## config.mk

```make
export PLATFORM = sky130hd
export DESIGN_NAME = pipe_elastic_stage
export DESIGN_NICKNAME = d
export VERILOG_FILES = /design/src/rtl/pipe_elastic_stage.sv
export SDC_FILE = /design/constraint.sdc
export NUM_CORES = 1
export LEC_CHECK = 0
export BUFFER_PORTS_ARGS = -buffer_cell sky130_fd_sc_hd__buf_2
export CORE_MARGIN = 2
export CORE_UTILIZATION = 49
export CTS_BUF_LIST = sky130_fd_sc_hd__clkbuf_4 sky130_fd_sc_hd__clkbuf_8
export CTS_CLUSTER_SIZE = 24
export DETAILED_ROUTE_END_ITERATION = 6
export GPL_ROUTABILITY_DRIVEN = 0
export GPL_TIMING_DRIVEN = 0
export PLACE_DENSITY = 0.95
export SETUP_SLACK_MARGIN = 0.5
export SLEW_MARGIN = 20
export SYNTH_ARGS = -nofsm -noshare
export SYNTH_HDL_FRONTEND = slang
export SYNTH_SLANG_ARGS = --single-unit
```

## constraint.sdc

```tcl
create_clock -name clk -period 3.12 [get_ports clk]
set_clock_uncertainty 0.1 [all_clocks]
set_input_delay 0.468 -clock clk [delete_from_list [all_inputs] [get_ports clk]]
set_output_delay 0.468 -clock clk [all_outputs]
set_load 0.1 [all_outputs]
```

## src/rtl/pipe_elastic_stage.sv

```systemverilog
// Elastic pipeline register chain with valid/ready handshake, flush and occupancy count.
// Define PIPE_ELASTIC_SKID_EN to turn each slot into a 2-entry skid buffer with registered ready.
module pipe_elastic_stage #(
  parameter int unsigned WIDTH     = 32,
  parameter int unsigned DEPTH     = 1,
  parameter logic [31:0] NOP_VALUE = 32'h0000_0013
) (
  input  logic                           clk,
  input  logic                           rst,
  input  logic                           in_valid,
  output logic                           in_ready,
  input  logic [WIDTH-1:0]               in_data,
  output logic                           out_valid,
  input  logic                           out_ready,
  output logic [WIDTH-1:0]               out_data,
  input  logic                           flush,
  output logic [$clog2(2*DEPTH+1)-1:0]   count
);

  localparam int unsigned    CntW   = $clog2(2*DEPTH+1);
  localparam logic [WIDTH-1:0] NopVal = WIDTH'(NOP_VALUE);

  logic [DEPTH-1:0] main_v_q, main_v_d;
  logic [WIDTH-1:0] main_d_q [DEPTH];
  logic [WIDTH-1:0] main_d_d [DEPTH];

  // Per-slot view of what the upstream side offers and whether downstream takes.
  logic [DEPTH-1:0] src_v;
  logic [WIDTH-1:0] src_d [DEPTH];
  logic [DEPTH-1:0] dn_rdy;

  logic             in_hs, out_hs;
  logic [CntW-1:0]  count_q, count_d;

  assign out_valid = main_v_q[DEPTH-1];
  assign out_data  = main_d_q[DEPTH-1];
  assign count     = count_q;
  assign in_hs     = in_valid & in_ready;
  assign out_hs    = out_valid & out_ready;

  always_comb begin
    src_v    = '0;
    src_v[0] = in_hs;
    src_d[0] = in_data;
    for (int k = 1; k < int'(DEPTH); k++) begin
      src_v[k] = main_v_q[k-1];
      src_d[k] = main_d_q[k-1];
    end
  end

`ifdef PIPE_ELASTIC_SKID_EN
  logic [DEPTH-1:0] skid_v_q, skid_v_d;
  logic [WIDTH-1:0] skid_d_q [DEPTH];
  logic [WIDTH-1:0] skid_d_d [DEPTH];
  logic [DEPTH-1:0] acc;

  // A slot's ready is simply "skid register empty", so it comes straight from a flop.
  always_comb begin
    dn_rdy          = '0;
    dn_rdy[DEPTH-1] = out_ready;
    for (int k = 0; k < int'(DEPTH) - 1; k++) begin
      dn_rdy[k] = ~skid_v_q[k+1];
    end
  end

  assign in_ready = ~skid_v_q[0] & ~flush & ~rst;

  always_comb begin
    main_v_d = main_v_q;
    main_d_d = main_d_q;
    skid_v_d = skid_v_q;
    skid_d_d = skid_d_q;
    acc      = '0;
    for (int k = 0; k < int'(DEPTH); k++) begin
      acc[k] = src_v[k] & ~skid_v_q[k];
      if (!main_v_q[k] || dn_rdy[k]) begin
        if (skid_v_q[k]) begin
          main_v_d[k] = 1'b1;
          main_d_d[k] = skid_d_q[k];
          skid_v_d[k] = 1'b0;
          skid_d_d[k] = NopVal;
        end else if (acc[k]) begin
          main_v_d[k] = 1'b1;
          main_d_d[k] = src_d[k];
        end else begin
          main_v_d[k] = 1'b0;
          main_d_d[k] = NopVal;
        end
      end else if (acc[k]) begin
        skid_v_d[k] = 1'b1;
        skid_d_d[k] = src_d[k];
      end
    end
  end
`else
  logic [DEPTH-1:0] rdy;

  // Ready ripples back from out_ready; any empty slot makes everything behind it ready.
  always_comb begin
    rdy             = '0;
    dn_rdy          = '0;
    dn_rdy[DEPTH-1] = out_ready;
    rdy[DEPTH-1]    = ~main_v_q[DEPTH-1] | out_ready;
    for (int k = int'(DEPTH) - 2; k >= 0; k--) begin
      dn_rdy[k] = rdy[k+1];
      rdy[k]    = ~main_v_q[k] | rdy[k+1];
    end
  end

  assign in_ready = rdy[0] & ~flush & ~rst;

  always_comb begin
    main_v_d = main_v_q;
    main_d_d = main_d_q;
    for (int k = 0; k < int'(DEPTH); k++) begin
      if (rdy[k]) begin
        main_v_d[k] = src_v[k];
        main_d_d[k] = src_v[k] ? src_d[k] : NopVal;
      end
    end
  end
`endif

  always_comb begin
    count_d = count_q;
    unique case ({in_hs, out_hs})
      2'b10:   count_d = count_q + CntW'(1);
      2'b01:   count_d = count_q - CntW'(1);
      default: count_d = count_q;
    endcase
  end

  always_ff @(posedge clk) begin
    if (rst || flush) begin
      main_v_q <= '0;
      count_q  <= '0;
      for (int k = 0; k < int'(DEPTH); k++) begin
        main_d_q[k] <= NopVal;
      end
`ifdef PIPE_ELASTIC_SKID_EN
      skid_v_q <= '0;
      for (int k = 0; k < int'(DEPTH); k++) begin
        skid_d_q[k] <= NopVal;
      end
`endif
    end else begin
      main_v_q <= main_v_d;
      count_q  <= count_d;
      for (int k = 0; k < int'(DEPTH); k++) begin
        main_d_q[k] <= main_d_d[k];
      end
`ifdef PIPE_ELASTIC_SKID_EN
      skid_v_q <= skid_v_d;
      for (int k = 0; k < int'(DEPTH); k++) begin
        skid_d_q[k] <= skid_d_d[k];
      end
`endif
    end
  end

endmodule

```

==> impl_metrics.ini <==
[status]
outcome = complete, no violations

[worst_setup_path]
cp_launch_type = input port
timing.critical_path.required_ps = 2550
critPathMaxFanout = 6
critical_path.endpoint_type = output port
worst-setup-path-type = in -> out
cp_data_arrival_time_ps = 1540

[cts]
ctsHoldBuffers = 0
cts_sinks = 35
post-cts-setup-buffer-count = 0
worst_setup_hold_path_clk_slew_ps = 100
cts-buffers-inserted = 5
cts-htree-levels = 2
clkLatencyLatePin_ps = 320
cts_max_path_buffers = 2
tritoncts = built
clk_root_buffer_cell = clkbuf_4
post_cts.resized_instances = 0

[synth]
syn_inst = 162
synth-warning-count = 0
synth.yosys.seq_area_share = 0.5263
synth_enable_flop_cells = 0
synth.top_cell.area_share = 0.5263
most_used_dff_post_synth = dfxtp_1
post_synth_num_cell_types = 19
synthesis.nets = 200
most_frequent_cell_after_synthesis = dfxtp_1
synth_top_cells_by_count = 35 x dfxtp_1, 30 x nand2_1, 29 x a21oi_1, 29 x nand3_1, 8 x nor2_1
synth_top_cells_by_area = dfxtp_1 53%, a21oi_1 11%, nand3_1 11%
async_reset_ff_frac = 0
synth.avg_cell_area_sq_um = 8.218
number_of_storage_elements_in_the_synthesis_netlist = 35
yosys.area.top_type = dfxtp_1
syn-cell-area_sq_um = 1331

[route]
drcViolationCount = 0
ant_nets = 0
detailedRoute.firstIterationViolations = 34
drt_wl_total_mm = 3.258
routed-via-count = 1363
number_of_detailed_routing_iterations_run_before_antenna_repair = 4
avgRoutedWirePerCell_um = 12.02
route.detailed.vias_per_inst = 5.030

[pwr]
p_leak_uw = 0.0008295
swShare = 0.3062
power.density_cell_area_nw_per_um2 = 514.9
internal-power_uw = 645.0
share_seq_of_total_power = 0.501
combPwrFrac = 0.199
total_switching_power_uw = 284.7
vdd_ir_drop_max_mv = 0.3923
pwr-share-clk = 0.300

[floorplan]
fp-row-count = 18
height_of_the_die_um = 56.13
dieWidth_um = 56.13
floorplan.initialDensity = 0.5278
ios = 73
floorplan.die_area_sq_um = 3150
core_box_area_sq_um = 2522

[placement]
hpwl_mm = 2.468
buffer_ports.inserted = 71

[sta]
slew_violations = 0
hold_viol = 0
final_period_minus_worst_setup_slack_ps = 2105
setup_viol = 0
final.period_utilization = 0.6746
tightestPinTransition_ps = 495.9
timing.max_slew.rel_slack = 0.6717
rsz_0062_raised_after_global_routing = no
max_clock_freq_mhz = 475.1
setup_total_negative_slack_ps = 0

[layout]
fin_nets = 278
antennaDiodeCount = 0
post-route-util = 0.7158
layout-drive-gt1-share = 0.3900
fillCellCount = 238
synthToLayoutAreaGrowth_pct = 35.62

[global_routing]
grt_start_max_net_pins = 11
grtUsageTotal = 0.2241
grt_first_pass_wirelength_mm = 5.602
grt_antenna_before_repair = 0
total_congestion_overflow_after_global_routing = 0
first_global_vias = 1336

[worst_hold_path]
hold_path.class = in -> reg

[run]
timing.max_cap.violations = 0
## registers in the layout (all words and copies together) (netlist names)
register,count
count,2
out_data,32
out_valid,1
## stage by stage
stage	std cells	hold WS (ps)	worst slack, ps	total power (uW)	area (sq um)
final	271	268.5	1015	929.6	1805
after global routing	271	292.1	955.6	964.7	1805
after global placement	263	335.9	930.0	658.4	1733
after detailed placement	263	340.2	913.5	661.3	1733
after floorplan	162	481.9	664.5	615.5	1340
after CTS	271	253.4	1011	941.2	1805
## per-layer routing
metal  up-vias  global-route usage  wire length (um)
met3         6             0.05349               196
li1        699                   -                 -
met4         0             0.08844                42
met1       613              0.2619              1403
met5         -                   0                 0
met2        45              0.3916              1615
## cell families (layout without fill, tap and decap cells)
kind of cell / count (synthesis) / count (layout) / share of synthesized area
buffers and inverters: 15 / 94 / 0.06203
adder cells (fa/ha/maj): 1 / 1 / 0.009397
XOR/XNOR: 2 / 2 / 0.01316
flip-flops: 35 / 35 / 0.5263
AO/OA/AOI/OAI: 34 / 34 / 0.1306
AND/OR/NAND/NOR: 75 / 75 / 0.2585
## critical path: stages
cell and delay, ps:
buf_2 100, or2_1 220, clkbuf_1 180, nor2_4 140
buf_2 430
## placed cells by master, fill, tap and decap left out, drive strengths merged, types with 3 or more instances in the layout
cell type | netlist | routed
a21oi | 30 | 30
buf | 11 | 82
clkbuf | 4 | 12
dfxtp | 35 | 35
nand2 | 30 | 30
nand3 | 29 | 29
nor2 | 8 | 8
nor3b | 3 | 3
o21ai | 4 | 4
## path summary, 6_finish.rpt
check	from	to	slack, ps	cells past startpoint
worst max register to register	out_valid	count[1]	1340	7
worst min register to register	out_data[14]	out_data[14]	350	2
worst min-delay path	rst	out_data[0]	270	3
worst max-delay path	flush	in_ready	1020	5
## power by group through the flow
stage / registers, uW / clock network [uW] / logic, uW
2_1_floorplan: 566 / 0 / 49.4
6_report: 466 / 279 / 185
3_5_place_dp: 476 / 0 / 185
4_1_cts: 466 / 290 / 186
3_3_place_gp: 475 / 0 / 183
5_1_grt: 467 / 301 / 197
## cell type report
type                       instances  area [sq um]  area share
sequential                        35         701.9      0.3888
multi-input combinational        112         555.5      0.3077
timing repair buffer              71         355.3      0.1968
buffer                            15         82.58     0.04574
clock buffer                       8         72.57     0.04019
tap                               30         37.54     0.02079
Note: power is estimated with default switching activity, not from simulation.
